==> src/rtl/rmii_rx_byte_if.sv <==
// RMII receive byte-stream interface between the PHY-side pins and the parser.
// Optional crc_ok signal exists only when RMII_RX_CRC_CHECK_EN is defined.
//
// Byte stream: byte_valid is a one-cycle strobe with no back-pressure. The
// consumer must accept received_byte in the cycle byte_valid is high.
// received_byte holds its value between strobes. frame_end and frame_err are
// one-cycle strobes. frame_err is only ever high together with frame_end.
interface rmii_rx_byte_if;
  logic       crs_dv;
  logic [1:0] rxd;
  logic [7:0] received_byte;
  logic       byte_valid;
  logic       frame_active;
  logic       frame_end;
  logic       frame_err;
`ifdef RMII_RX_CRC_CHECK_EN
  logic       crc_ok;
`endif
  logic [1:0] dbg_state;

  modport master (
    output crs_dv, rxd,
    input  received_byte, byte_valid, frame_active, frame_end, frame_err,
    input  dbg_state
`ifdef RMII_RX_CRC_CHECK_EN
    , input crc_ok
`endif
  );

  modport slave (
    input  crs_dv, rxd,
    output received_byte, byte_valid, frame_active, frame_end, frame_err,
    output dbg_state
`ifdef RMII_RX_CRC_CHECK_EN
    , output crc_ok
`endif
  );
endinterface

==> src/rtl/rmii_rx_byte.sv <==
// RMII receive front end: registers CRS_DV/RXD, finds the preamble, aligns on
// the SFD and assembles LSB-first dibits into bytes for the frame parser.
// Optional feature macro: RMII_RX_CRC_CHECK_EN adds a CRC-32 residue check (crc_ok).
module rmii_rx_byte #(
  parameter int MIN_PREAMBLE_DIBITS = 8,
  parameter int MAX_FRAME_BYTES     = 1522
) (
  input  logic          clk,
  input  logic          reset,
  rmii_rx_byte_if.slave bus
);

  typedef enum logic [1:0] {
    S_IDLE     = 2'd0,
    S_PREAMBLE = 2'd1,
    S_DATA     = 2'd2,
    S_DISCARD  = 2'd3
  } state_t;

  localparam logic [10:0] MAX_BYTES = 11'(MAX_FRAME_BYTES);

  logic       r_crs_dv_q;
  logic [1:0] r_rxd_q;
  state_t     r_state,         w_state_n;
  logic [5:0] r_pre_cnt,       w_pre_cnt_n;
  logic [1:0] r_dib_cnt,       w_dib_cnt_n;
  logic [10:0] r_byte_cnt,     w_byte_cnt_n;
  logic [7:0] r_sr,            w_sr_n;
  logic       r_low,           w_low_n;       // crs_dv_q was 0 in the previous cycle
  logic       r_pend,          w_pend_n;      // byte completed on a low cycle, not yet emitted
  logic       r_err,           w_err_n;       // oversize error waiting to be reported
  logic [7:0] r_received_byte, w_received_byte_n;
  logic       r_byte_valid,    w_byte_valid_n;
  logic       r_frame_active,  w_frame_active_n;
  logic       r_frame_end,     w_frame_end_n;
  logic       r_frame_err,     w_frame_err_n;
  logic       w_emit;
  logic [7:0] w_emit_byte;
  logic [1:0] w_dib_eff;
`ifdef RMII_RX_CRC_CHECK_EN
  localparam logic [31:0] CRC_RESIDUE = 32'hDEBB20E3;
  logic [31:0] r_crc,    w_crc_n;
  logic        r_crc_ok, w_crc_ok_n;

  function automatic logic [31:0] crc32_byte(input logic [31:0] c, input logic [7:0] b);
    logic [31:0] x;
    x = c ^ {24'd0, b};
    for (int i = 0; i < 8; i++) begin
      x = x[0] ? ((x >> 1) ^ 32'hEDB88320) : (x >> 1);
    end
    return x;
  endfunction
`endif

  // Input register stage: all decoding works on the registered pins.
  always_ff @(posedge clk or posedge reset) begin
    if (reset) begin
      r_crs_dv_q <= 1'b0;
      r_rxd_q    <= 2'b00;
    end else begin
      r_crs_dv_q <= bus.crs_dv;
      r_rxd_q    <= bus.rxd;
    end
  end

  // State and datapath registers.
  always_ff @(posedge clk or posedge reset) begin
    if (reset) begin
      r_state         <= S_IDLE;
      r_pre_cnt       <= 6'd0;
      r_dib_cnt       <= 2'd0;
      r_byte_cnt      <= 11'd0;
      r_sr            <= 8'd0;
      r_low           <= 1'b0;
      r_pend          <= 1'b0;
      r_err           <= 1'b0;
      r_received_byte <= 8'd0;
      r_byte_valid    <= 1'b0;
      r_frame_active  <= 1'b0;
      r_frame_end     <= 1'b0;
      r_frame_err     <= 1'b0;
`ifdef RMII_RX_CRC_CHECK_EN
      r_crc           <= 32'd0;
      r_crc_ok        <= 1'b0;
`endif
    end else begin
      r_state         <= w_state_n;
      r_pre_cnt       <= w_pre_cnt_n;
      r_dib_cnt       <= w_dib_cnt_n;
      r_byte_cnt      <= w_byte_cnt_n;
      r_sr            <= w_sr_n;
      r_low           <= w_low_n;
      r_pend          <= w_pend_n;
      r_err           <= w_err_n;
      r_received_byte <= w_received_byte_n;
      r_byte_valid    <= w_byte_valid_n;
      r_frame_active  <= w_frame_active_n;
      r_frame_end     <= w_frame_end_n;
      r_frame_err     <= w_frame_err_n;
`ifdef RMII_RX_CRC_CHECK_EN
      r_crc           <= w_crc_n;
      r_crc_ok        <= w_crc_ok_n;
`endif
    end
  end

  // Next-state and output decode. A first low cycle in DATA is shifted in
  // speculatively (CRS_DV may just be toggling); if a second low follows, the
  // frame ends and that speculative dibit is discounted (w_dib_eff).
  always_comb begin
    w_state_n         = r_state;
    w_pre_cnt_n       = r_pre_cnt;
    w_dib_cnt_n       = r_dib_cnt;
    w_byte_cnt_n      = r_byte_cnt;
    w_sr_n            = r_sr;
    w_low_n           = ~r_crs_dv_q;
    w_pend_n          = r_pend;
    w_err_n           = r_err;
    w_received_byte_n = r_received_byte;
    w_byte_valid_n    = 1'b0;
    w_frame_active_n  = r_frame_active & ~r_frame_end;
    w_frame_end_n     = 1'b0;
    w_frame_err_n     = 1'b0;
    w_emit            = 1'b0;
    w_emit_byte       = r_sr;
    w_dib_eff         = r_dib_cnt - 2'd1;
`ifdef RMII_RX_CRC_CHECK_EN
    w_crc_n           = r_crc;
    w_crc_ok_n        = r_crc_ok;
`endif
    case (r_state)
      S_IDLE: begin
        if (r_crs_dv_q && (r_rxd_q == 2'b01)) begin
          w_pre_cnt_n = 6'd1;
          w_state_n   = S_PREAMBLE;
        end
      end
      S_PREAMBLE: begin
        if (!r_crs_dv_q) begin
          w_state_n = S_IDLE;
        end else begin
          case (r_rxd_q)
            2'b01: if (r_pre_cnt != 6'd63) w_pre_cnt_n = r_pre_cnt + 6'd1;
            2'b11: begin
              if (32'(r_pre_cnt) >= MIN_PREAMBLE_DIBITS) begin
                w_received_byte_n = 8'hD5;
                w_byte_valid_n    = 1'b1;
                w_frame_active_n  = 1'b1;
                w_dib_cnt_n       = 2'd0;
                w_byte_cnt_n      = 11'd0;
                w_pend_n          = 1'b0;
                w_err_n           = 1'b0;
                w_state_n         = S_DATA;
`ifdef RMII_RX_CRC_CHECK_EN
                w_crc_n           = 32'hFFFFFFFF;
`endif
              end else begin
                w_state_n = S_DISCARD;
              end
            end
            2'b10:   w_state_n = S_DISCARD;
            default: ;
          endcase
        end
      end
      S_DATA: begin
        if (!r_crs_dv_q && r_low) begin
          w_frame_end_n = 1'b1;
          w_frame_err_n = (w_dib_eff != 2'd0) || (r_byte_cnt == 11'd0);
          w_pend_n      = 1'b0;
          w_state_n     = S_IDLE;
`ifdef RMII_RX_CRC_CHECK_EN
          w_crc_ok_n    = (r_crc == CRC_RESIDUE) && !w_frame_err_n;
`endif
        end else begin
          w_sr_n      = {r_rxd_q, r_sr[7:2]};
          w_dib_cnt_n = r_dib_cnt + 2'd1;
          if (r_pend) begin
            w_emit      = 1'b1;
            w_emit_byte = r_sr;
            w_pend_n    = 1'b0;
          end else if (r_dib_cnt == 2'd3) begin
            if (r_crs_dv_q) begin
              w_emit      = 1'b1;
              w_emit_byte = {r_rxd_q, r_sr[7:2]};
            end else begin
              w_pend_n = 1'b1;
            end
          end
          if (w_emit) begin
            if (r_byte_cnt < MAX_BYTES) begin
              w_received_byte_n = w_emit_byte;
              w_byte_valid_n    = 1'b1;
              if (r_byte_cnt != 11'h7FF) w_byte_cnt_n = r_byte_cnt + 11'd1;
`ifdef RMII_RX_CRC_CHECK_EN
              w_crc_n           = crc32_byte(r_crc, w_emit_byte);
`endif
            end else begin
              w_err_n   = 1'b1;
              w_pend_n  = 1'b0;
              w_state_n = S_DISCARD;
            end
          end
        end
      end
      S_DISCARD: begin
        if (!r_crs_dv_q && r_err) begin
          w_frame_end_n = 1'b1;
          w_frame_err_n = 1'b1;
          w_err_n       = 1'b0;
`ifdef RMII_RX_CRC_CHECK_EN
          w_crc_ok_n    = 1'b0;
`endif
        end
        if (!r_crs_dv_q && r_low) w_state_n = S_IDLE;
      end
      default: w_state_n = S_IDLE;
    endcase
  end

  assign bus.received_byte = r_received_byte;
  assign bus.byte_valid    = r_byte_valid;
  assign bus.frame_active  = r_frame_active;
  assign bus.frame_end     = r_frame_end;
  assign bus.frame_err     = r_frame_err;
  assign bus.dbg_state     = r_state;
`ifdef RMII_RX_CRC_CHECK_EN
  assign bus.crc_ok        = r_crc_ok;
`endif

endmodule

==> src/flat_wrapper.sv <==
// flat-port wrapper written by rule: the top's interface ports become plain ports
module rmii_rx_byte_flat 
#(
  parameter int MIN_PREAMBLE_DIBITS = 8,
  parameter int MAX_FRAME_BYTES     = 1522
)
  (clk, reset, bus_crs_dv, bus_rxd, bus_received_byte, bus_byte_valid, bus_frame_active, bus_frame_end, bus_frame_err, bus_dbg_state);
  rmii_rx_byte_if bus_i ();
  input  logic clk;
  input  logic reset;
  input wire logic [$bits(bus_i.crs_dv)-1:0] bus_crs_dv;
  input wire logic [$bits(bus_i.rxd)-1:0] bus_rxd;
  output wire logic [$bits(bus_i.received_byte)-1:0] bus_received_byte;
  output wire logic [$bits(bus_i.byte_valid)-1:0] bus_byte_valid;
  output wire logic [$bits(bus_i.frame_active)-1:0] bus_frame_active;
  output wire logic [$bits(bus_i.frame_end)-1:0] bus_frame_end;
  output wire logic [$bits(bus_i.frame_err)-1:0] bus_frame_err;
  output wire logic [$bits(bus_i.dbg_state)-1:0] bus_dbg_state;
  assign bus_i.crs_dv = bus_crs_dv;
  assign bus_i.rxd = bus_rxd;
  assign bus_received_byte = bus_i.received_byte;
  assign bus_byte_valid = bus_i.byte_valid;
  assign bus_frame_active = bus_i.frame_active;
  assign bus_frame_end = bus_i.frame_end;
  assign bus_frame_err = bus_i.frame_err;
  assign bus_dbg_state = bus_i.dbg_state;
  rmii_rx_byte #(.MIN_PREAMBLE_DIBITS(MIN_PREAMBLE_DIBITS), .MAX_FRAME_BYTES(MAX_FRAME_BYTES)) u_core (.clk(clk), .reset(reset), .bus(bus_i));
endmodule
==> config.mk <==
export PLATFORM = sky130hd
export DESIGN_NAME = rmii_rx_byte_flat
export DESIGN_NICKNAME = d
export VERILOG_FILES = /design/src/rtl/rmii_rx_byte_if.sv /design/src/rtl/rmii_rx_byte.sv /design/src/flat_wrapper.sv
export SDC_FILE = /design/constraint.sdc
export NUM_CORES = 1
export LEC_CHECK = 0
export ABC_CLOCK_PERIOD_IN_PS = 1800
export CORE_MARGIN = 8
export CORE_UTILIZATION = 30
export DETAILED_ROUTE_END_ITERATION = 8
export PLACE_DENSITY = 0.54
export SLEW_MARGIN = 20
export SYNTH_ARGS = -nofsm -noshare
export SYNTH_HDL_FRONTEND = slang
export SYNTH_SLANG_ARGS = --single-unit
==> constraint.sdc <==
create_clock -name clk -period 1.8 [get_ports clk]
set_clock_uncertainty 0.1 [all_clocks]
set_input_delay 0.54 -clock clk [delete_from_list [all_inputs] [get_ports clk]]
set_output_delay 0.54 -clock clk [all_outputs]
set_load 0.02 [all_outputs]
==> flow_metrics.tcl <==
set metrics [dict create \
    critPathRequiredTime_ns 1.91 \
    critPathTopFamily "compound AO/OA/AOI/OAI gates" \
    synth.cell_area_mm2 0.00270 \
    worst-path-buf-inv 1 \
    ir_drop_v 0.000575 \
    finalCriticalPeriod_ns 1.87 \
    start_kind "register" \
    final_common_cell "buf_4" \
    dp_cells 455 \
    avgRoutedWirePerCell_um 15.9 \
    insertedDiodeCount 0 \
    result_of_the_run "finished with violations" \
    final_antenna_net_count 0 \
    postCtsHoldBufs 0 \
    stdcell_count 479 \
    cts_tree "built" \
    yosysTopAreaCell "dfrtp_1" \
    clk_pin_slew_worst_paths_ns 0.10 \
    synth_sequential_area_ratio_pct 43.6 \
    critical-path-slowest-cell "dfrtp_2" \
    via_count_of_the_first_global_routing_pass 2477 \
    yosys.area.top_type_share_pct 43.6 \
    hold_viol 0 \
    p_leak_nw 1.77 \
    filler_cell_count 819 \
    synth-seq-cells 47 \
    grt_overflow_total 0 \
    grt_max_degree 48 \
    synthCells 276 \
    final.period_utilization_pct 104 \
    path_cells "inv_4, ha_4, and4_4, a21oi_4, nor4_1, a221o_1" \
    drive_gt1_share_pct 41.5 \
    power_density_over_cell_area_mw_per_mm2 1180 \
    timing.critical_path.fanout_max 6 \
    io-pin-count 19 \
    setup.reg_to_reg.worst_slack_ns -0.07 \
    detail_route.wirelength_um 7590 \
    r2r_end "u_core.r_byte_cnt[5]" \
    number_of_iterations_in_the_first_detailed_routing_pass 4 \
    hold_path_end "u_core.bus.frame_active" \
    chipWidth_um 111 \
    synthArstFlopShare_pct 100 \
    port-buffer-count 18 \
    synth_ff_type "dfrtp_1" \
    fp.dieH_um 111 \
    area_growth_pct 47.9 \
    synth_enable_flop_cells 0 \
    critical_path_class "reg2reg" \
    worstPathArrival_ns 1.97 \
    drcViolationCount 0 \
    ys_top_cells_by_area "dfrtp_1, mux2_2, ha_1" \
    antenna_found_initial 0 \
    fin_worst_hold_slack_ns 0.344 \
    grt_setup_unrepaired "yes" \
    post_drt_via_cell_ratio 5.27 \
    fp-row-count 34 \
    timing.critical_path.to_type "register" \
    min_delay_path_class "reg2reg" \
    clock_tree_root "clkbuf_8" \
    cts_sinks 47 \
    syn_nets 292 \
    avgSynthCellArea_um2 9.77 \
    gp_congestion 0.880 \
    setup_ws_ns -0.0651 \
    slew_viol_final 0 \
    violations "setup timing" \
    hold_depth 1 \
    numCtsBuffers 5 \
    placeableCoreArea_mm2 0.00872 \
    cts-htree-levels 2 \
    hold_start "u_core.bus.frame_end" \
    crit-reg2reg-launch "u_core.bus.dbg_state[1]" \
    worstMarginPinSlew_ns 0.420 \
    most-common-layout-cells "buf_4, dfrtp_1, nand2_1, inv_1, nand3_1" \
    drv_cap 0 \
    start_util_pct 30.9 \
    synth_warnings 0 \
    place_worst_setup_slack_ns -0.141 \
    post_route_design_area_mm2 0.00399 \
    max_slew_margin_pct 71.7 \
    cpPeakStageDelay_ns 0.43 \
    combined_global_route_utilization_of_all_metal_layers_pct 12.1 \
    max-clock-path-buffers 2 \
    max_freq_mhz 536 \
    setup_viol 14 \
    place_hpwl_um 5120 \
    routed-via-count 2524 \
    netlist-cell-type-count 54 \
    fin_nets 386 \
    ff2ff_path_depth 6 \
    dr.first_iter.drc_count 204 \
    floorplan.die_area_mm2 0.0123 \
    placed_area_mm2 0.00350 \
    wire_length_of_the_first_global_routing_pass_um 12400 \
    worstSkewPairLatency_ns 0.31 \
]
-- metal layers --
metal	global-route usage (%)	vias to the layer above	wire length [um]	share of wire, %
li1	-	1213	-	-
met1	14.6	1251	3450	45
met2	20.2	50	3750	49
met3	3.19	10	310	4.1
met4	3.87	0	86	1.1
met5	0	-	0	0
-- through the flow --
stage               power, mW  setup TNS (ns)  util (%)
floorplan                2.57          -0.213         -
global placement         3.35           -1.18      40.2
detailed placement       3.37           -1.66      40.2
CTS                      4.50          -0.125      43.2
global route             5.01           -1.66      45.7
finish                   4.72          -0.387      45.7
-- final cells by class --
| type | instances | area [um2] | area share (%) |
|---|---|---|---|
| Clock buffer | 5 | 68.8 | 1.73 |
| Clock inverter | 3 | 67.6 | 1.69 |
| Inverter | 19 | 73.8 | 1.85 |
| Multi-Input combinational cell | 195 | 1620 | 40.7 |
| Sequential cell | 47 | 1180 | 29.6 |
| Tap cell | 108 | 135 | 3.39 |
| Timing Repair Buffer | 102 | 840 | 21.0 |
-- registers in the layout (all words and copies together), names as in the netlist, 2 cells and up --
signal,flops
u_core.r_rxd_q,2
u_core.r_dib_cnt,2
u_core.r_sr,8
u_core.bus.dbg_state,2
u_core.r_pre_cnt,6
u_core.r_byte_cnt,11
u_core.bus.received_byte,8
-- worst max path at each step --
stage	endpoint	slack, ns	start	cells past startpoint
floorplan	u_core.bus.dbg_state[0]	-0.06	reset	1
global placement	u_core.bus.frame_err	-0.12	u_core.r_byte_cnt[0]	7
detailed placement	u_core.bus.frame_err	-0.14	u_core.r_byte_cnt[0]	7
CTS	u_core.r_byte_cnt[4]	-0.06	u_core.r_byte_cnt[1]	6
global route	u_core.r_pend	-0.14	u_core.bus.dbg_state[0]	7
finish	u_core.r_byte_cnt[5]	-0.07	u_core.bus.dbg_state[1]	6
-- worst register-to-register path, delay by kind of cell, from the launching register on --
kind	cells	cell delay, ns
compound gates	2	0.66
fa+ha+maj	1	0.21
buf+inv	1	0.09
flops	1	0.43
simple gates	2	0.28
-- power by group --
group / total [mW] / internal (mW) / switching [mW]
Sequential: 1.42 / 1.25 / 0.168
Clock: 0.961 / 0.554 / 0.406
Combinational: 2.33 / 1.15 / 1.18
-- logic make-up (layout without fill, tap and decap cells) --
kind of cell	Yosys count	count (layout)	synth area share, %
AOI/OAI and AO/OA	75	76	20.4
muxes	17	17	6.91
DFF	47	47	43.6
adders and majority gates	11	11	5.10
buffers and inverters	35	129	5.94
and+or+nand+nor	91	91	18.1
-- repair_timing --
item / in CTS / in global routing
setup buffers: 5 / 12
setup endpoints to repair: 38 / 38
gates resized for setup: 42 / 38
pin swaps: 18 / 17
gates cloned: 1 / 0
-- synth_stat cells (4+ instances only) --
master    instances
mux2i_1           4
ha_1             11
inv_1            19
nand2b_1          4
o211ai_1          8
nand2_1          23
or4_1             6
nor2_1            8
o22a_1            4
mux2_2           13
o22ai_1           4
nor4_1            6
a21oi_1          14
o21ai_0          11
dfrtp_1          47
nor3_1            6
clkbuf_1          4
nand3_1          16
nand4_1           4
buf_2             8
No activity file was read; power rests on OpenSTA's default activity.
